### config.mk
export PLATFORM = sky130hd
export DESIGN_NAME = drive_command_sequencer_flat
export DESIGN_NICKNAME = d
export VERILOG_FILES = /design/src/rtl/rover_drive_pkg.sv /design/src/rtl/drive_command_sequencer_if.sv /design/src/rtl/tread_speed_ramp.sv /design/src/rtl/drive_command_sequencer.sv /design/src/flat_wrapper.sv
export SDC_FILE = /design/constraint.sdc
export NUM_CORES = 1
export LEC_CHECK = 0
export ABC_AREA = 1
export BUFFER_PORTS_ARGS = -buffer_cell sky130_fd_sc_hd__buf_2
export CAP_MARGIN = 15
export CORE_MARGIN = 1.5
export CORE_UTILIZATION = 60
export DETAILED_ROUTE_END_ITERATION = 7
export PLACE_DENSITY_LB_ADDON = 0.08
export SYNTH_ARGS = -nofsm -noshare
export SYNTH_HDL_FRONTEND = slang
export SYNTH_HIERARCHICAL = 1
export SYNTH_SLANG_ARGS = --single-unit
### constraint.sdc
create_clock -name clock -period 4.2 [get_ports clock]
set_input_delay 0.42 -clock clock [delete_from_list [all_inputs] [get_ports clock]]
set_output_delay 0.42 -clock clock [all_outputs]
set_load 0.05 [all_outputs]
### src/rtl/rover_drive_pkg.sv
// Shared definitions for the rover drive path: H-bridge direction codes,
// sequencer states and tread speed geometry.
package rover_drive_pkg;
  localparam int TREAD_W = 3;
  localparam int TREAD_N = 2;

  localparam logic [3:0] DIR_INERTIAL_STOP = 4'b0000;
  localparam logic [3:0] DIR_HARD_STOP     = 4'b1111;
  localparam logic [3:0] DIR_FORWARD       = 4'b0110;
  localparam logic [3:0] DIR_REVERSE       = 4'b1001;
  localparam logic [3:0] DIR_TURN_RIGHT    = 4'b0101;
  localparam logic [3:0] DIR_TURN_LEFT     = 4'b1010;

  typedef enum logic [1:0] {IDLE, RAMP, DEADTIME, FAULT} seqState_t;
  typedef logic [TREAD_N-1:0][TREAD_W-1:0] treadSpeed_t;

  function automatic logic isMotionDir(input logic [3:0] d);
    return d inside {DIR_FORWARD, DIR_REVERSE, DIR_TURN_RIGHT, DIR_TURN_LEFT};
  endfunction
endpackage

### src/rtl/drive_command_sequencer_if.sv
// Motion command valid/ready channel from the command decoder to the sequencer.
interface drive_command_sequencer_if;
  import rover_drive_pkg::*;
  logic        cmdValid;
  logic        cmdReady;
  logic [3:0]  cmdDirection;
  treadSpeed_t cmdSpeed;

  modport master (output cmdValid, cmdDirection, cmdSpeed, input cmdReady);
  modport slave  (input cmdValid, cmdDirection, cmdSpeed, output cmdReady);
endinterface

### src/rtl/tread_speed_ramp.sv
// One-tread speed stepper: moves one step toward target when strobed, saturating at target.
module tread_speed_ramp import rover_drive_pkg::*; (
  input  logic [TREAD_W-1:0] curSpeed,
  input  logic [TREAD_W-1:0] targetSpeed,
  input  logic               stepStrobe,
  output logic [TREAD_W-1:0] nextSpeed,
  output logic               atTarget
);
  always_comb begin
    nextSpeed = curSpeed;
    if (stepStrobe && (curSpeed < targetSpeed))      nextSpeed = curSpeed + TREAD_W'(1);
    else if (stepStrobe && (curSpeed > targetSpeed)) nextSpeed = curSpeed - TREAD_W'(1);
  end

  assign atTarget = (nextSpeed == targetSpeed);
endmodule

### src/rtl/drive_command_sequencer.sv
// H-bridge command sequencer: speed ramping, braked dead time on reversal,
// latched over-current shutdown.
module drive_command_sequencer import rover_drive_pkg::*; #(
  parameter int RAMP_DIV        = 2000,
  parameter int DEADTIME_CYCLES = 1000
) (
  input  logic                        clock,
  input  logic                        reset,
  drive_command_sequencer_if.slave    cmdIf,
  input  logic [5:0]                  currentSensing,
  input  logic                        faultClear,
  output logic [3:0]                  movingDirection,
  output treadSpeed_t                 motorSpeed,
  output logic                        busy,
  output logic                        fault
);
  localparam int CNT_MAX = (RAMP_DIV > DEADTIME_CYCLES) ? RAMP_DIV : DEADTIME_CYCLES;
  localparam int CW      = $clog2(CNT_MAX + 1);

  seqState_t             state, nState;
  logic [3:0]            nDir, pendDir, nPendDir, cmdDirEff;
  treadSpeed_t           nSpeed, target, nTarget, pendTarget, nPendTarget, rampSpeed;
  logic [CW-1:0]         cnt, nCnt;
  logic [1:0][5:0]       csSync;
  logic [TREAD_N-1:0]    atTarget;
  logic                  faultNow, accept, stepStrobe, cmdIsStop;

  assign faultNow   = |csSync[1];
  assign cmdIf.cmdReady = !reset && ((state == IDLE) || (state == RAMP));
  assign accept     = cmdIf.cmdValid && cmdIf.cmdReady;
  assign stepStrobe = (state == RAMP) && (cnt == CW'(RAMP_DIV - 1));

  // Unknown codes collapse to an inertial stop; hard stop passes through.
  assign cmdIsStop  = !isMotionDir(cmdIf.cmdDirection);
  assign cmdDirEff  = isMotionDir(cmdIf.cmdDirection) ? cmdIf.cmdDirection :
                      (cmdIf.cmdDirection == DIR_HARD_STOP) ? DIR_HARD_STOP : DIR_INERTIAL_STOP;

  for (genvar t = 0; t < TREAD_N; t++) begin : gTread
    tread_speed_ramp uRamp (
      .curSpeed    (motorSpeed[t]),
      .targetSpeed (target[t]),
      .stepStrobe  (stepStrobe),
      .nextSpeed   (rampSpeed[t]),
      .atTarget    (atTarget[t])
    );
  end

  always_comb begin
    nState      = state;
    nDir        = movingDirection;
    nSpeed      = motorSpeed;
    nTarget     = target;
    nCnt        = cnt;
    nPendDir    = pendDir;
    nPendTarget = pendTarget;
    if (faultNow) begin
      // Over-current wins over everything, including a same-edge handshake.
      nState      = FAULT;
      nDir        = DIR_INERTIAL_STOP;
      nSpeed      = '0;
      nTarget     = '0;
      nCnt        = '0;
      nPendDir    = '0;
      nPendTarget = '0;
    end else begin
      unique case (state)
        IDLE, RAMP: begin
          if (state == RAMP) begin
            nSpeed = rampSpeed;
            nCnt   = stepStrobe ? '0 : cnt + CW'(1);
            if (&atTarget) nState = IDLE;
          end
          if (accept) begin
            nCnt = '0;
            if (cmdIsStop) begin
              nDir    = cmdDirEff;
              nSpeed  = '0;
              nTarget = '0;
              nState  = IDLE;
            end else if (cmdDirEff == movingDirection) begin
              nSpeed  = motorSpeed;
              nTarget = cmdIf.cmdSpeed;
              nState  = RAMP;
            end else if (motorSpeed == '0) begin
              nDir    = cmdDirEff;
              nTarget = cmdIf.cmdSpeed;
              nState  = RAMP;
            end else begin
              nDir        = DIR_HARD_STOP;
              nSpeed      = '0;
              nTarget     = '0;
              nPendDir    = cmdDirEff;
              nPendTarget = cmdIf.cmdSpeed;
              nState      = DEADTIME;
            end
          end
        end
        DEADTIME: begin
          if (cnt == CW'(DEADTIME_CYCLES - 1)) begin
            nDir    = pendDir;
            nSpeed  = '0;
            nTarget = pendTarget;
            nCnt    = '0;
            nState  = RAMP;
          end else begin
            nCnt = cnt + CW'(1);
          end
        end
        FAULT: if (faultClear) nState = IDLE;
        default: nState = IDLE;
      endcase
    end
  end

  always_ff @(posedge clock or posedge reset) begin
    if (reset) begin
      state           <= IDLE;
      movingDirection <= DIR_INERTIAL_STOP;
      motorSpeed      <= '0;
      target          <= '0;
      cnt             <= '0;
      pendDir         <= '0;
      pendTarget      <= '0;
      csSync          <= '0;
      busy            <= 1'b0;
      fault           <= 1'b0;
    end else begin
      state           <= nState;
      movingDirection <= nDir;
      motorSpeed      <= nSpeed;
      target          <= nTarget;
      cnt             <= nCnt;
      pendDir         <= nPendDir;
      pendTarget      <= nPendTarget;
      csSync          <= {csSync[0], currentSensing};
      busy            <= (nState != IDLE);
      fault           <= (nState == FAULT);
    end
  end
endmodule

### src/flat_wrapper.sv
// flat-port wrapper written by rule: the top's interface ports become plain ports
module drive_command_sequencer_flat import rover_drive_pkg::*;
#(
  parameter int RAMP_DIV        = 2000,
  parameter int DEADTIME_CYCLES = 1000
)
  (clock, reset, currentSensing, faultClear, movingDirection, motorSpeed, busy, fault, cmdIf_cmdValid, cmdIf_cmdDirection, cmdIf_cmdSpeed, cmdIf_cmdReady);
  drive_command_sequencer_if cmdIf_i ();
  input  logic clock;
  input  logic reset;
  input  logic [5:0] currentSensing;
  input  logic faultClear;
  output logic [3:0] movingDirection;
  output treadSpeed_t motorSpeed;
  output logic busy;
  output logic fault;
  input wire logic [$bits(cmdIf_i.cmdValid)-1:0] cmdIf_cmdValid;
  input wire logic [$bits(cmdIf_i.cmdDirection)-1:0] cmdIf_cmdDirection;
  input wire logic [$bits(cmdIf_i.cmdSpeed)-1:0] cmdIf_cmdSpeed;
  output wire logic [$bits(cmdIf_i.cmdReady)-1:0] cmdIf_cmdReady;
  assign cmdIf_i.cmdValid = cmdIf_cmdValid;
  assign cmdIf_i.cmdDirection = cmdIf_cmdDirection;
  assign cmdIf_i.cmdSpeed = cmdIf_cmdSpeed;
  assign cmdIf_cmdReady = cmdIf_i.cmdReady;
  drive_command_sequencer #(.RAMP_DIV(RAMP_DIV), .DEADTIME_CYCLES(DEADTIME_CYCLES)) u_core (.clock(clock), .reset(reset), .cmdIf(cmdIf_i), .currentSensing(currentSensing), .faultClear(faultClear), .movingDirection(movingDirection), .motorSpeed(motorSpeed), .busy(busy), .fault(fault));
endmodule
==> impl_metrics.env, run 1 <==
export IMPL_yosysMostFrequentCell="nand2_1"
export IMPL_async_flop_share_pct=100
export IMPL_worstSetupStartpoint="u_core/state[1]$_DFF_PP0_"
export IMPL_htreeDepth=2
export IMPL_ff2ff_path_depth=17
export IMPL_setup_viol=0
export IMPL_clkTransAtPathRegs_ps=100
export IMPL_gr_total_overflow=0
export IMPL_fmax_mhz=350
export IMPL_p_comb_share_pct=8.9
export IMPL_crit_chain="inv_2, nand2_2, inv_1, nand4_1, nor3_1, buf_4, nand2_2, inv_2, nand3_1, nand3_1, nand2_2, nand2_1, nand2_1, nor2_2, a21oi_1, a221oi_1, nand3_1"
export IMPL_period_needed_ps=2850
export IMPL_yosys_area_top_type_share_pct=38.9
export IMPL_wl_per_cell_um=12.6
export IMPL_start_util_pct=61.9
export IMPL_area_growth_pct=9.87
export IMPL_avgSynthCellArea_sq_um=7.33
export IMPL_timing_setup_tns_ps=0
export IMPL_place_gp_congestion=0.885
export IMPL_path_class="flip-flop to flip-flop"
export IMPL_grt_max_degree=54
export IMPL_die_y_um=78.4
export IMPL_yosys_warnings=6
export IMPL_timing_final_crit_share_pct=68.0
export IMPL_reg2reg_to="u_core/busy$_DFF_PP0_"
export IMPL_p_int_w=0.000661
export IMPL_dieWidth_um=78.4
export IMPL_viasPerCell=5.32
export IMPL_ant_nets=0
export IMPL_grt_util_met2_pct=42.3
export IMPL_synth_largest_area_cell="dfrtp_1"
export IMPL_pre_cts_ws_ps=1430
export IMPL_synthTopCellsByArea="dfrtp_1, nand2_1, inv_1"
export IMPL_status="completed"
export IMPL_drc_errors=0
export IMPL_grt_met1_usage_pct=34.8
export IMPL_syn_area_sq_um=3410
export IMPL_vias=3054
export IMPL_hold_class="input pin to asynchronous set/reset pin"
export IMPL_ys_top_cells_by_count="nand2_1, inv_1, dfrtp_1"
export IMPL_power_density_nw_per_um2=236
export IMPL_start_kind="flip-flop"
export IMPL_required_ps=4380
export IMPL_grt_pass1_wl_mm=12.5
export IMPL_fp_row_count=27
export IMPL_power_share_clock_pct=32.5
export IMPL_drt_pass1_iterations=5
export IMPL_routed_wl_mm=7.21
export IMPL_ys_flop_type="dfrtp_1"
export IMPL_portBuffers=32
export IMPL_rrSetupSlack_ps=1350
export IMPL_core_sq_um=5510
export IMPL_cp_max_fo=11
export IMPL_worstSkewPairLatency_ps=310
export IMPL_power_switching_w=0.000224
export IMPL_drt_initial_drc_count=164
export IMPL_hold_buffers=0
export IMPL_tightest_slew_ps=677
export IMPL_n_antenna_cell=0
export IMPL_final_hold_viol_count=0
export IMPL_finalClockSkew_ps=9.12
export IMPL_power_leakage_nw=2.01
export IMPL_antenna_found_initial=0
export IMPL_grt_use_met3_pct=3.49
export IMPL_synth_nets=496
export IMPL_ys_ff_latch=53
export IMPL_synth_distinct_cells=39
export IMPL_arrival_ps=3030
export IMPL_seq_area_frac_synth_pct=38.9
export IMPL_cpMaxStageDelayCell="a221oi_1"
export IMPL_clock_root_buffer="clkbuf_8"
export IMPL_num_io_pins=33
export IMPL_synth_edf_count=0
export IMPL_setup_slack_ps=1350
export IMPL_ctsResizeCount=0
export IMPL_r2r_start="u_core/state[1]$_DFF_PP0_"
export IMPL_maxCapViolCount=0
export IMPL_max_slew_margin_pct=54.4
export IMPL_final_net_count=532
export IMPL_drv_slew=0
export IMPL_clock_sinks=53
export IMPL_track_usage_pct=25.7
export IMPL_grt_pass1_vias=2819
export IMPL_cts_setup_buffers=0
export IMPL_power_frac_seq_pct=58.6
export IMPL_cts_path_max_buffers=2
export IMPL_sw_frac_of_total_pct=25.3
export IMPL_dieArea_sq_um=6150
export IMPL_cp_end_kind="flip-flop"
export IMPL_slowest_delay_ps=530
export IMPL_rsz0062_at_grt="false"
export IMPL_ir_worst_vdd_uv=216
export IMPL_postSynthCellCount=465
export IMPL_cts_tree="done"
export IMPL_drive_gt1_share_pct=19.9
export IMPL_cts_buffers=5
export IMPL_grt_most_used_layer="met2"
export IMPL_place_hpwl_mm=5.40
stage by stage:
stage	utilization (%)	std cells	hold WS (ps)	instance area [sq um]	power [W]
2_1_floorplan	-	465	331	3410	0.000582
3_5_place_dp	66.1	565	336	3640	0.000606
6_report	68.1	574	111	3750	0.000884
3_3_place_gp	66.1	565	332	3640	0.000604
4_1_cts	67.7	573	194	3730	0.000896
5_1_grt	68.1	574	144	3750	0.000923
power by group through the flow:
stage	Clock, W	Combinational [W]	Sequential (W)
floorplan	0	0.0000526	0.000529
global placement	0	0.0000757	0.000529
detailed placement	0	0.0000769	0.000529
CTS	0.000300	0.0000774	0.000519
global route	0.000315	0.0000892	0.000519
finish	0.000287	0.0000790	0.000518
area by class of cell:
type,count,area (sq um)
fill,487,1760
inverter,65,249
tap,72,90.1
multi-input combinational,342,1800
clock buffer,5,68.8
clock inverter,3,21.3
timing repair buffer,34,188
sequential,53,1330
how the worst max path moves through the flow:
stage / end
global route: u_core/busy$_DFF_PP0_
global placement: u_core/busy$_DFF_PP0_
finish: u_core/busy$_DFF_PP0_
detailed placement: u_core/busy$_DFF_PP0_
floorplan: u_core/busy$_DFF_PP0_
CTS: u_core/busy$_DFF_PP0_
layer usage:
metal / share of wire, % / up-vias / wire length, um
met2: 47 / 62 / 3380
met3: 3.7 / 8 / 266
met5: 0 / - / 0
met1: 48 / 1426 / 3470
met4: 1.4 / 0 / 98
li1: - / 1558 / -
cells in the final DEF (no fill, tap or decap), drive strengths merged:
cell | netlist | routed
nand2 | 176 | 176
inv | 62 | 63
dfrtp | 53 | 53
nand3 | 48 | 48
nor2 | 35 | 35
buf | 2 | 34
o21ai | 18 | 18
nand4 | 15 | 15
a21oi | 13 | 13
ha | 11 | 11
nor3 | 10 | 10
clkbuf | 3 | 5
o211ai | 5 | 5
clkinv | 3 | 4
nor3b | 2 | 2
or2 | 2 | 2
clkinvlp | 0 | 1
and2 | 1 | 1
o21bai | 1 | 1
a221oi | 1 | 1
nor4 | 1 | 1
and3 | 1 | 1
a31oi | 1 | 1
o31ai | 1 | 1
state kept, by name (all words and copies together) (netlist names):
register,cells
u_core/state,2
u_core/cnt,11
u_core/movingDirection,4
u_core/fault,1
u_core/target,6
u_core/pendDir,4
u_core/motorSpeed,6
u_core/pendTarget,6
u_core/csSync,12
u_core/busy,1
cells by family (layout without fill, tap and decap cells):
family                     Yosys count  after routing  synth area share, %
DFF                                 53             53                 38.9
adders and majority gates           11             11                 4.04
AOI/OAI and AO/OA                   40             40                 7.41
and+or+nand+nor                    291            291                 41.5
buffers and inverters               70            107                 8.22
critical path, delay by kind of cell, from the launching register on:
family | cells | cell delay (ps)
buffers and inverters | 4 | 570
DFF | 1 | 480
and+or+nand+nor | 11 | 1060
AOI/OAI and AO/OA | 2 | 610
Note: power is estimated with default switching activity, not from simulation.
==> inputs of run 2 (changes only) <==
--- a/config.mk
+++ b/config.mk
@@ -9,7 +9,7 @@
 export BUFFER_PORTS_ARGS = -buffer_cell sky130_fd_sc_hd__buf_2
 export CAP_MARGIN = 15
 export CORE_MARGIN = 1.5
-export CORE_UTILIZATION = 60
+export CORE_UTILIZATION = 54
 export DETAILED_ROUTE_END_ITERATION = 7
 export PLACE_DENSITY_LB_ADDON = 0.08
 export SYNTH_ARGS = -nofsm -noshare
==> constraint.sdc (replaced) <==
create_clock -name clock -period 2.6 [get_ports clock]
set_input_delay 0.26 -clock clock [delete_from_list [all_inputs] [get_ports clock]]
set_output_delay 0.26 -clock clock [all_outputs]
set_load 0.05 [all_outputs]
==> impl_metrics.env, run 2 (same netlist as run 1, synthesis figures left out) <==
export IMPL_required_ps=2790
export IMPL_cpMaxStageDelayCell="dfrtp_1"
export IMPL_wl_per_cell_um=13.3
export IMPL_setup_viol=0
export IMPL_die_y_um=82.5
export IMPL_hold_class="input pin to asynchronous set/reset pin"
export IMPL_place_hpwl_mm=5.75
export IMPL_cpMostUsedCell="nand2_1"
export IMPL_seq_area_sq_um=1330
export IMPL_drc_errors=0
export IMPL_portBuffers=32
export IMPL_track_usage_pct=25.2
export IMPL_gr_total_overflow=0
export IMPL_fillers=535
export IMPL_path_class="flip-flop to flip-flop"
export IMPL_num_io_pins=33
export IMPL_top_register="u_core/csSync"
export IMPL_clkTransAtPathRegs_ps=110
export IMPL_dieArea_sq_um=6800
export IMPL_period_needed_ps=2570
export IMPL_grt_pass1_wl_mm=13.2
export IMPL_clock_sinks=53
export IMPL_total_power_w=0.00145
export IMPL_maxCapViolCount=0
export IMPL_start_kind="flip-flop"
export IMPL_vias=3218
export IMPL_fp_row_count=28
export IMPL_cp_num_buf_inv=4
export IMPL_antenna_found_initial=0
export IMPL_finalClockSkew_ps=12.8
export IMPL_status="completed"
export IMPL_fmax_mhz=389
export IMPL_cp_end_kind="flip-flop"
export IMPL_tightest_slew_ps=681
export IMPL_drt_pass1_iterations=5
export IMPL_cts_tree="done"
export IMPL_power_density_nw_per_um2=362
export IMPL_grt_pass1_vias=2982
export IMPL_rsz0062_at_grt="true"
export IMPL_worstSkewPairLatency_ps=320
export IMPL_core_sq_um=6030
export IMPL_max_slew_margin_pct=54.1
export IMPL_area_growth_pct=17.3
export IMPL_final_hold_viol_count=0
export IMPL_grt_max_degree=54
export IMPL_crit_chain="inv_2, nand2_2, inv_2, nand4_1, nor3_4, buf_12, nand2_4, inv_2, nand2_1, nand2_1, nand2_2, nand2_2, nand2_1, nand2_1, nand2_1, nor2_2, a21oi_2, a221oi_4, nand3_1"
export IMPL_drv_slew=0
export IMPL_n_antenna_cell=0
export IMPL_cp_max_fo=5
export IMPL_slowest_delay_ps=400
export IMPL_dieWidth_um=82.5
export IMPL_viasPerCell=5.39
export IMPL_arrival_ps=2770
export IMPL_routed_wl_mm=7.94
export IMPL_largest_register_ffs=12
export IMPL_htreeDepth=2
export IMPL_cts_path_max_buffers=2
export IMPL_drive_gt1_share_pct=25.7
export IMPL_cp_top_family="simple AND/OR/NAND/NOR gates"
export IMPL_final_net_count=552
export IMPL_start_util_pct=56.6
export IMPL_place_gp_congestion=0.915
export IMPL_top_regs="u_core/csSync x12, u_core/cnt x11"
export IMPL_power_leakage_nw=2.16
export IMPL_drt_initial_drc_count=193
export IMPL_ir_worst_vdd_uv=216
export IMPL_timing_setup_tns_ps=0
export IMPL_multi_input_area_sq_um=1870
export IMPL_final_cell_mix="nand2_1, inv_1, dfrtp_1, nand3_1, buf_2"
export IMPL_timing_final_crit_share_pct=98.9
export IMPL_cts_buffers=5
export IMPL_final_common_cell="nand2_1"
export IMPL_ant_nets=0
export IMPL_clock_root_buffer="clkbuf_8"
==> run 2: worst paths after layout <==
path	to	depth (start not counted)	startpoint	slack [ps]
setup / recovery	u_core/busy$_DFF_PP0_	19	u_core/state[1]$_DFF_PP0_	30
hold / removal	u_core/target[5]$_DFFE_PP0P_	3	reset	9
setup reg to reg	u_core/busy$_DFF_PP0_	19	u_core/state[1]$_DFF_PP0_	30
hold reg to reg	u_core/csSync[7]$_DFF_PP0_	0	u_core/csSync[1]$_DFF_PP0_	360
max in group asynchronous	u_core/cnt[4]$_DFFE_PP0P_	3	reset	2340
min in group clock	u_core/csSync[3]$_DFF_PP0_	1	currentSensing[3]	50
==> run 2: worst min-delay path: stages <==
cell,delay [ps]
buf_2,120
inv_2,60
buf_12,270
==> run 2: metrics by stage <==
stage	cell area, sq um	hold slack, ps	std cells	utilization, %	setup slack [ps]
global placement	3760	334	579	62.4	69.5
global route	4000	31.0	597	66.4	-103
finish	4000	8.98	597	66.4	27.5
CTS	3860	23.1	587	64.0	94.4
floorplan	3420	291	465	-	16.0
detailed placement	3760	335	579	62.4	-43.2
==> run 2: layer usage <==
metal  wire length [um]  global-route usage, %  vias up
met3                348                   3.96       13
met4                107                   7.97        0
met2               3650                   39.8       99
li1                   -                      -     1601
met5                  0                      0        -
met1               3830                   35.2     1505
==> run 2: final cells by class <==
class	instances	share of cell area, %
clock buffers	5	1.72
clock inverters	3	0.532
inverters	65	6.22
multi-input cells	342	46.8
flip-flops and latches	53	33.2
well taps	75	2.35
repair buffers	54	9.19
==> run 2: what timing repair did <==
item                                    CTS  global route
pin swaps                                 0             4
endpoints found under the setup margin    3             3
cloned                                    0             1
resized for setup                         1            16
setup buffers                             0             9
hold buffers                              0             0
==> run 2: power breakdown <==
part           switching, W  total [W]  internal (W)
registers        0.00000332   0.000837      0.000834
logic             0.0000876   0.000131     0.0000435
clock network      0.000289   0.000480      0.000192
total              0.000380    0.00145       0.00107
